===== src/rtl/uart_rx_frame_ctrl_pkg.sv =====
`default_nettype none
// ------------------------------------------------------------------
// uart_rx_frame_ctrl_pkg : shared states, defaults and helpers. Rev 1.0
// ------------------------------------------------------------------
package uart_rx_frame_ctrl_pkg;

  localparam logic [2:0] ST_IDLE = 3'd0;
  localparam logic [2:0] ST_CMD  = 3'd1;
  localparam logic [2:0] ST_LEN  = 3'd2;
  localparam logic [2:0] ST_DATA = 3'd3;
  localparam logic [2:0] ST_CHK  = 3'd4;
  localparam logic [2:0] ST_HOLD = 3'd5;

  localparam logic [7:0] DEF_HEADER = 8'hA5;

  typedef enum logic [2:0] {
    ERR_NONE = 3'd0,
    ERR_CHK  = 3'd1,
    ERR_LEN  = 3'd2,
    ERR_TMO  = 3'd3,
    ERR_OVR  = 3'd4
  } err_code_e;

  function automatic int tmo_clks(input int freq, input int baud, input int nbytes);
    return nbytes * 10 * (freq / baud);
  endfunction

  function automatic int addr_w(input int depth);
    return (depth <= 1) ? 1 : $clog2(depth);
  endfunction

endpackage
`default_nettype wire


===== src/rtl/uart_rx_frame_ctrl_if.sv =====
`default_nettype none
// ------------------------------------------------------------------
// uart_rx_frame_ctrl_if : byte stream, frame handshake and error bus.
// Stat signals exist only with UART_RX_FRAME_STAT_EN. Rev 1.0
// ------------------------------------------------------------------
interface uart_rx_frame_ctrl_if #(
  parameter int AW = 4
);
  logic [7:0]    rdata;
  logic          vld;
  logic          frm_vld;
  logic          frm_ack;
  logic [7:0]    frm_cmd;
  logic [7:0]    frm_len;
  logic [AW-1:0] rd_addr;
  logic [7:0]    rd_data;
  logic          busy;
  logic          err_chk;
  logic          err_len;
  logic          err_tmo;
  logic          err_ovr;
`ifdef UART_RX_FRAME_STAT_EN
  logic          stat_clr;
  logic [15:0]   stat_good;
  logic [15:0]   stat_err;
`endif

  modport slave (
    input  rdata, vld, frm_ack, rd_addr,
`ifdef UART_RX_FRAME_STAT_EN
    input  stat_clr,
    output stat_good, stat_err,
`endif
    output frm_vld, frm_cmd, frm_len, rd_data, busy,
    output err_chk, err_len, err_tmo, err_ovr
  );

  modport master (
    output rdata, vld, frm_ack, rd_addr,
`ifdef UART_RX_FRAME_STAT_EN
    output stat_clr,
    input  stat_good, stat_err,
`endif
    input  frm_vld, frm_cmd, frm_len, rd_data, busy,
    input  err_chk, err_len, err_tmo, err_ovr
  );
endinterface
`default_nettype wire


===== src/rtl/uart_rx_frame_ctrl_buf.sv =====
`default_nettype none
// ------------------------------------------------------------------
// uart_frame_buf : MAX_LEN x 8 payload store, one write port, async read.
// Rev 1.0
// ------------------------------------------------------------------
module uart_frame_buf
  import uart_rx_frame_ctrl_pkg::*;
#(
  parameter int MAX_LEN = 16,
  parameter int AW      = addr_w(MAX_LEN)
) (
  input  wire logic          clk,
  input  wire logic          we_i,
  input  wire logic [AW-1:0] waddr_i,
  input  wire logic [7:0]    wdata_i,
  input  wire logic [AW-1:0] raddr_i,
  output logic      [7:0]    rdata_o
);

  logic [7:0] mem_q [MAX_LEN];

  for (genvar i = 0; i < MAX_LEN; i++) begin : g_mem
    always_ff @(posedge clk) begin
      if (we_i && (waddr_i == AW'(i))) begin
        mem_q[i] <= wdata_i;
      end
    end
  end

  // Out-of-range read addresses return zero rather than aliasing.
  always_comb begin
    rdata_o = 8'h00;
    for (int i = 0; i < MAX_LEN; i++) begin
      if (raddr_i == AW'(i)) begin
        rdata_o = mem_q[i];
      end
    end
  end

endmodule
`default_nettype wire


===== src/rtl/uart_rx_frame_ctrl.sv =====
`default_nettype none
// ------------------------------------------------------------------
// uart_rx_frame_ctrl : assembles/checks HEADER,CMD,LEN,PAYLOAD,CHK frames.
// Optional macro UART_RX_FRAME_STAT_EN adds saturating counters. Rev 1.0
// ------------------------------------------------------------------
module uart_rx_frame_ctrl
  import uart_rx_frame_ctrl_pkg::*;
#(
  parameter logic [7:0] HEADER    = DEF_HEADER,
  parameter int         MAX_LEN   = 16,
  parameter int         FREQ      = 50_000_000,
  parameter int         BAUDRATE  = 115200,
  parameter int         TMO_BYTES = 3
) (
  input wire logic             clk,
  input wire logic             nrst,
  uart_rx_frame_ctrl_if.slave  bus
);

  localparam int               c_aw       = addr_w(MAX_LEN);
  localparam int               c_tmo      = tmo_clks(FREQ, BAUDRATE, TMO_BYTES);
  localparam int               c_tw       = $clog2(c_tmo + 1);
  localparam logic [c_tw-1:0]  c_tmo_last = c_tw'(c_tmo - 1);
  localparam logic [7:0]       c_max_len  = 8'(MAX_LEN);

  logic [2:0]      state_q, state_d;
  logic [7:0]      cmd_q, cmd_d;
  logic [7:0]      len_q, len_d;
  logic [7:0]      sum_q, sum_d;
  logic [7:0]      idx_q, idx_d;
  logic [c_tw-1:0] tmo_q, tmo_d;
  err_code_e       err_code_q, err_code_d;

  logic            w_we;
  logic            w_active;
  logic            w_tmo_hit;
  err_code_e       w_err_code;

  always_ff @(posedge clk) begin
    if (!nrst) begin
      state_q    <= ST_IDLE;
      cmd_q      <= 8'h00;
      len_q      <= 8'h00;
      sum_q      <= 8'h00;
      idx_q      <= 8'h00;
      tmo_q      <= '0;
      err_code_q <= ERR_NONE;
    end else begin
      state_q    <= state_d;
      cmd_q      <= cmd_d;
      len_q      <= len_d;
      sum_q      <= sum_d;
      idx_q      <= idx_d;
      tmo_q      <= tmo_d;
      err_code_q <= err_code_d;
    end
  end

  always_comb begin
    state_d    = state_q;
    cmd_d      = cmd_q;
    len_d      = len_q;
    sum_d      = sum_q;
    idx_d      = idx_q;
    tmo_d      = '0;
    err_code_d = ERR_NONE;
    w_we       = 1'b0;
    // A pending timeout wins over a byte arriving in the same cycle.
    if (w_tmo_hit) begin
      state_d = ST_IDLE;
    end else begin
      if (w_active && !bus.vld) begin
        tmo_d = tmo_q + c_tw'(1);
      end
      case (state_q)
        ST_IDLE: begin
          if (bus.vld && (bus.rdata == HEADER)) begin
            state_d = ST_CMD;
          end
        end
        ST_CMD: begin
          if (bus.vld) begin
            cmd_d   = bus.rdata;
            sum_d   = bus.rdata;
            state_d = ST_LEN;
          end
        end
        ST_LEN: begin
          if (bus.vld) begin
            len_d = bus.rdata;
            sum_d = sum_q + bus.rdata;
            if (bus.rdata > c_max_len) begin
              err_code_d = ERR_LEN;
              state_d    = ST_IDLE;
            end else if (bus.rdata == 8'h00) begin
              state_d = ST_CHK;
            end else begin
              idx_d   = 8'h00;
              state_d = ST_DATA;
            end
          end
        end
        ST_DATA: begin
          if (bus.vld) begin
            w_we  = 1'b1;
            sum_d = sum_q + bus.rdata;
            if (idx_q == (len_q - 8'd1)) begin
              state_d = ST_CHK;
            end else begin
              idx_d = idx_q + 8'd1;
            end
          end
        end
        ST_CHK: begin
          if (bus.vld) begin
            if (bus.rdata == sum_q) begin
              state_d = ST_HOLD;
            end else begin
              err_code_d = ERR_CHK;
              state_d    = ST_IDLE;
            end
          end
        end
        ST_HOLD: begin
          if (bus.vld) begin
            err_code_d = ERR_OVR;
          end
          if (bus.frm_ack) begin
            state_d = ST_IDLE;
          end
        end
        default: state_d = ST_IDLE;
      endcase
    end
  end

  // Timeout is flagged while the counter sits at its last value; the
  // return to IDLE follows on the next clock.
  always_comb begin
    w_active   = (state_q == ST_CMD) || (state_q == ST_LEN) ||
                 (state_q == ST_DATA) || (state_q == ST_CHK);
    w_tmo_hit  = w_active && (tmo_q == c_tmo_last);
    w_err_code = (w_tmo_hit && nrst) ? ERR_TMO : err_code_q;
  end

  assign bus.frm_vld = (state_q == ST_HOLD);
  assign bus.busy    = (state_q != ST_IDLE);
  assign bus.frm_cmd = cmd_q;
  assign bus.frm_len = len_q;
  assign bus.err_chk = (w_err_code == ERR_CHK);
  assign bus.err_len = (w_err_code == ERR_LEN);
  assign bus.err_tmo = (w_err_code == ERR_TMO);
  assign bus.err_ovr = (w_err_code == ERR_OVR);

  uart_frame_buf #(
    .MAX_LEN (MAX_LEN),
    .AW      (c_aw)
  ) u_buf (
    .clk     (clk),
    .we_i    (w_we),
    .waddr_i (idx_q[c_aw-1:0]),
    .wdata_i (bus.rdata),
    .raddr_i (bus.rd_addr),
    .rdata_o (bus.rd_data)
  );

`ifdef UART_RX_FRAME_STAT_EN
  logic [15:0] stat_good_q, stat_good_d;
  logic [15:0] stat_err_q, stat_err_d;

  always_comb begin
    stat_good_d = stat_good_q;
    stat_err_d  = stat_err_q;
    if (bus.stat_clr) begin
      stat_good_d = 16'h0000;
      stat_err_d  = 16'h0000;
    end else begin
      if ((state_d == ST_HOLD) && (state_q == ST_CHK) && (stat_good_q != 16'hFFFF)) begin
        stat_good_d = stat_good_q + 16'd1;
      end
      if ((w_err_code != ERR_NONE) && (stat_err_q != 16'hFFFF)) begin
        stat_err_d = stat_err_q + 16'd1;
      end
    end
  end

  always_ff @(posedge clk) begin
    if (!nrst) begin
      stat_good_q <= 16'h0000;
      stat_err_q  <= 16'h0000;
    end else begin
      stat_good_q <= stat_good_d;
      stat_err_q  <= stat_err_d;
    end
  end

  assign bus.stat_good = stat_good_q;
  assign bus.stat_err  = stat_err_q;
`endif

endmodule
`default_nettype wire


===== src/flat_wrapper.sv =====
// flat-port wrapper written by rule: the top's interface ports become plain ports
module uart_rx_frame_ctrl_flat import uart_rx_frame_ctrl_pkg::*;
#(
  parameter logic [7:0] HEADER    = DEF_HEADER,
  parameter int         MAX_LEN   = 16,
  parameter int         FREQ      = 50_000_000,
  parameter int         BAUDRATE  = 115200,
  parameter int         TMO_BYTES = 3
)
  (clk, nrst, bus_rdata, bus_vld, bus_frm_ack, bus_rd_addr, bus_frm_vld, bus_frm_cmd, bus_frm_len, bus_rd_data, bus_busy, bus_err_chk, bus_err_len, bus_err_tmo, bus_err_ovr);
  uart_rx_frame_ctrl_if #(.AW(4)) bus_i ();
  input wire logic clk;
  input wire logic nrst;
  input wire logic [$bits(bus_i.rdata)-1:0] bus_rdata;
  input wire logic [$bits(bus_i.vld)-1:0] bus_vld;
  input wire logic [$bits(bus_i.frm_ack)-1:0] bus_frm_ack;
  input wire logic [$bits(bus_i.rd_addr)-1:0] bus_rd_addr;
  output wire logic [$bits(bus_i.frm_vld)-1:0] bus_frm_vld;
  output wire logic [$bits(bus_i.frm_cmd)-1:0] bus_frm_cmd;
  output wire logic [$bits(bus_i.frm_len)-1:0] bus_frm_len;
  output wire logic [$bits(bus_i.rd_data)-1:0] bus_rd_data;
  output wire logic [$bits(bus_i.busy)-1:0] bus_busy;
  output wire logic [$bits(bus_i.err_chk)-1:0] bus_err_chk;
  output wire logic [$bits(bus_i.err_len)-1:0] bus_err_len;
  output wire logic [$bits(bus_i.err_tmo)-1:0] bus_err_tmo;
  output wire logic [$bits(bus_i.err_ovr)-1:0] bus_err_ovr;
  assign bus_i.rdata = bus_rdata;
  assign bus_i.vld = bus_vld;
  assign bus_i.frm_ack = bus_frm_ack;
  assign bus_i.rd_addr = bus_rd_addr;
  assign bus_frm_vld = bus_i.frm_vld;
  assign bus_frm_cmd = bus_i.frm_cmd;
  assign bus_frm_len = bus_i.frm_len;
  assign bus_rd_data = bus_i.rd_data;
  assign bus_busy = bus_i.busy;
  assign bus_err_chk = bus_i.err_chk;
  assign bus_err_len = bus_i.err_len;
  assign bus_err_tmo = bus_i.err_tmo;
  assign bus_err_ovr = bus_i.err_ovr;
  uart_rx_frame_ctrl #(.HEADER(HEADER), .MAX_LEN(MAX_LEN), .FREQ(FREQ), .BAUDRATE(BAUDRATE), .TMO_BYTES(TMO_BYTES)) u_core (.clk(clk), .nrst(nrst), .bus(bus_i));
endmodule

===== config.mk =====
export PLATFORM = sky130hd
export DESIGN_NAME = uart_rx_frame_ctrl_flat
export DESIGN_NICKNAME = d
export VERILOG_FILES = /design/src/rtl/uart_rx_frame_ctrl_pkg.sv /design/src/rtl/uart_rx_frame_ctrl_if.sv /design/src/rtl/uart_rx_frame_ctrl_buf.sv /design/src/rtl/uart_rx_frame_ctrl.sv /design/src/flat_wrapper.sv
export SDC_FILE = /design/constraint.sdc
export NUM_CORES = 1
export LEC_CHECK = 0
export BUFFER_PORTS_ARGS = -buffer_cell sky130_fd_sc_hd__buf_4
export CORE_UTILIZATION = 40
export CTS_BUF_LIST = sky130_fd_sc_hd__clkbuf_8
export DETAILED_ROUTE_END_ITERATION = 8
export GPL_ROUTABILITY_DRIVEN = 0
export GPL_TIMING_DRIVEN = 0
export PLACE_DENSITY_LB_ADDON = 0.12
export SKIP_CTS_REPAIR_TIMING = 1
export SYNTH_ARGS = -nofsm -noshare
export SYNTH_HDL_FRONTEND = slang
export SYNTH_HIERARCHICAL = 1
export SYNTH_SLANG_ARGS = --single-unit

===== constraint.sdc =====
create_clock -name clk -period 4.03 [get_ports clk]
set_clock_uncertainty 0.2 [all_clocks]
set_input_delay 0.403 -clock clk [delete_from_list [all_inputs] [get_ports clk]]
set_output_delay 0.403 -clock clk [all_outputs]
set_load 0.01 [all_outputs]

==> results.md <==
| Stage | Parameter | Value |
| --- | --- | --- |
| status | Result of the run | finished, final reports clean |
| timing | Setup violations, final | 0 |
| final layout | Signed area change from the synthesized netlist to the final layout | 13.4% |
| placed design | Placed cell count | 1018 |
| routing | Wire length after detailed routing | 22700 microns |
| synthesis | Count leader, synth | sky130_fd_sc_hd__edfxtp_1 |
| placed design | I/O Buffers | 43 |
| placed design | HPWL after DPL | 15500 microns |
| setup path | Element type at the critical path start | register |
| synthesis | Dominant cell type by area after synthesis | sky130_fd_sc_hd__edfxtp_1 |
| cts | Clock root buffer | sky130_fd_sc_hd__clkbuf_8 |
| cts | Clock sink count | 180 |
| routing | Detailed-route wire length per cell | 21.6 microns |
| synthesis | Largest cells by area after synthesis | sky130_fd_sc_hd__edfxtp_1, sky130_fd_sc_hd__dfxtp_1, sky130_fd_sc_hd__mux2i_1 |
| placed design | Placed inst area | 9060 sq um |
| pwr | Total chip power | 4.06 mW |
| setup path | CP Max Fanout | 8 |
| routing | Initial DRC Count | 463 |
| timing | Final hold violation count | 0 |
| synthesis | Avg Synthesized Cell Area | 11.9 sq um |
| synthesis | Area share of the largest cell type after synthesis | 45.8% |
| timing | Max Clk Rate | 300 MHz |
| routing | Count of nets left with antenna violations after detail routing | 0 |
| placed design | Setup slack at placement | 0.668 ns |
| global routing | Global route overflow | 0 |
| synthesis | Number of synthesized flops with an enable pin | 128 |
| worst hold path | Path type of the worst min-delay path | in -> reg |
| timing | Minimum clock period after layout | 3.34 ns |
| timing | Worst hold slack | 0.0575 ns |
| cts | Clock transition at the registers of the reported paths | 0.09 ns |
| timing | Actual slew at the worst max-slew pin | 1.01 ns |
| floorplan | Die footprint | 21600 sq um |
| final layout | Number of antenna cells inserted | 0 |
| cts | Clock tree from TritonCTS | done |
| setup path | Worst EP arrival | 3.22 ns |
| pwr | Leak Pwr | 3.29 nW |
| floorplan | Area of the core | 20400 sq um |
| synthesis | Async set-reset flop share out of synthesis | 0% |
| timing | Relative max-transition margin | 32.7% |
| routing | Overall via count from detail_route | 6076 |
| floorplan | Top-level port count | 46 |
| pwr | Worst ir drop on vdd | 0.186 mV |
| synthesis | Most frequently used flop master after synthesis | sky130_fd_sc_hd__edfxtp_1 |
| global routing | Maximum number of pins on one net before global-route repair | 24 |
| cts | H-tree depth | 4 |
| cts | Buffers from clock root to sink, at most | 2 |
| timing | Slew Limit Fails | 0 |
| final layout | NumNets Final | 794 |
| timing | Total negative slack | 0 ns |
| global routing | Antenna violations before repair | 0 |
| synthesis | Synthesized net count | 731 |
| synthesis | Area of the mapped netlist | 8390 sq um |
| cts | Num CTS Buffers | 17 |
| timing | Fin crit share | 82.8% |
| final layout | Final standard cell area without fillers | 9520 sq um |
| routing | First-pass iteration count of the detailed router | 5 |
| floorplan | Width of the chip | 147 microns |
| floorplan | Effective utilization at floorplan | 41.2% |
| global routing | Overall fraction of global-route tracks in use | 21.8% |
| synthesis | Top cells by instance count after synthesis | sky130_fd_sc_hd__edfxtp_1, sky130_fd_sc_hd__nor2_1, sky130_fd_sc_hd__dfxtp_1 |
| synthesis | Register area share after synthesis | 58.2% |
| setup path | CP Data Required Time | 3.92 ns |
| synthesis | Number of warning messages in the yosys log | 6 |
| final layout | Final non-filler cell total | 1050 |
| floorplan | Die height | 147 microns |
| setup path | Critical Path End Type | register |
| cts | Skew-Pair Late Insertion Delay | 0.46 ns |
| synthesis | Gate count of the mapped netlist | 704 |
| pwr | Power per unit of standard cell area | 427 nW/um^2 |
| final layout | Final core area utilization | 46.7% |
| synthesis | Synth unique cells | 72 |
| floorplan | Number of cell rows | 52 |
| routing | Detail-routed via count per cell | 5.79 |
| global routing | Via count of the first global-routing pass | 6110 |
| final layout | Proportion of layout cells with a drive suffix above 1 | 16.7% |
| synthesis | Synthesized flop and latch total | 180 |
| timing | Unrepaired setup endpoints after global routing | no |
| routing | DR DRC count | 0 |
| global routing | First-pass GRT wire length | 35100 microns |
| run | Maxcap violations | 0 |
| timing | Setup ws final | 0.693 ns |
| setup path | Kind of critical path | reg -> reg |
sequential cells by signal, summed over array words and instances (netlist names):
register            cells
u_core/bus.frm_cmd      8
u_core/bus.frm_len      8
u_core/err_code_q       3
u_core/idx_q            8
u_core/state_q          3
u_core/sum_q            8
u_core/tmo_q           14
u_core/u_buf/mem_q    128
routing by layer:
| layer | vias to the layer above | routed length, microns | part of all wire, % | track usage (%) |
|---|---|---|---|---|
| li1 | 2776 | - | - | - |
| met1 | 3024 | 9800 | 43 | 28.3 |
| met2 | 239 | 10900 | 48 | 36.6 |
| met3 | 37 | 1410 | 6.2 | 3.17 |
| met4 | 0 | 530 | 2.3 | 8.70 |
| met5 | - | 0 | 0 | 0 |
kinds of logic after synthesis:
family / share of synthesized area (%)
and+or+nand+nor: 15.0
DFF: 58.2
AOI/OAI and AO/OA: 11.6
buffers and inverters: 3.37
muxes: 7.17
xor gates and xnor gates: 2.82
adders and majority gates: 1.73
layout by cell type, fill, tap and decap left out, types with 7 or more instances in the layout:
cell type                  Yosys  routed
sky130_fd_sc_hd__edfxtp_1    128     128
sky130_fd_sc_hd__nor2_1       67      67
sky130_fd_sc_hd__buf_4         9      52
sky130_fd_sc_hd__dfxtp_1      52      52
sky130_fd_sc_hd__nand2_1      35      35
sky130_fd_sc_hd__mux2i_1      32      32
sky130_fd_sc_hd__o21ai_0      26      26
sky130_fd_sc_hd__a21oi_1      25      25
sky130_fd_sc_hd__nand3_1      20      20
sky130_fd_sc_hd__nor2b_1      20      20
sky130_fd_sc_hd__inv_1        17      19
sky130_fd_sc_hd__nor3_1       22      19
sky130_fd_sc_hd__clkbuf_8      0      17
sky130_fd_sc_hd__xnor2_1      17      17
sky130_fd_sc_hd__nand2b_1     17      17
sky130_fd_sc_hd__clkbuf_1     16      16
sky130_fd_sc_hd__buf_2        13      14
sky130_fd_sc_hd__mux2_2       13      13
sky130_fd_sc_hd__xor2_1       10      10
sky130_fd_sc_hd__a211oi_1     10      10
sky130_fd_sc_hd__ha_1         10      10
sky130_fd_sc_hd__a32oi_1       7       7
final cells by class:
class / count / area [sq um]
fill: 1879 / 10800
sequential: 180 / 4880
multi-input combinational: 466 / 3240
tap: 270 / 338
timing repair buffer: 44 / 328
clock buffer: 17 / 234
buffer: 40 / 215
clock inverter: 15 / 213
inverter: 18 / 67.6
path summary, 6_finish.rpt:
kind	startpoint	endpoint	slack, ns	depth (start not counted)
worst min register to register	u_core/tmo_q[0]	u_core/tmo_q[0]	0.28	1
worst max register to register	u_core/tmo_q[0]	u_core/u_buf/mem_q[0][24]	0.69	8
worst min-delay path	nrst	u_core/err_code_q[0]	0.06	3
worst max-delay path	u_core/tmo_q[0]	u_core/u_buf/mem_q[0][24]	0.69	8
power by group:
group / internal (mW) / leakage (nW) / switching, mW
Clock: 0.735 / 0.233 / 0.649
Sequential: 2.02 / 1.57 / 0.0407
Combinational: 0.250 / 1.49 / 0.365
Total: 3.01 / 3.29 / 1.05
critical path: stages, from the launching register on:
cell and delay (ns):
sky130_fd_sc_hd__dfxtp_1 0.35, sky130_fd_sc_hd__ha_1 0.24, sky130_fd_sc_hd__and4_1 0.18, sky130_fd_sc_hd__nand4_1 0.19, sky130_fd_sc_hd__or2_1 0.12, sky130_fd_sc_hd__buf_2 0.14
sky130_fd_sc_hd__and3_1 0.24, sky130_fd_sc_hd__or3b_2 0.51, sky130_fd_sc_hd__nor2_1 0.78
(Power assumes the default switching activity.)
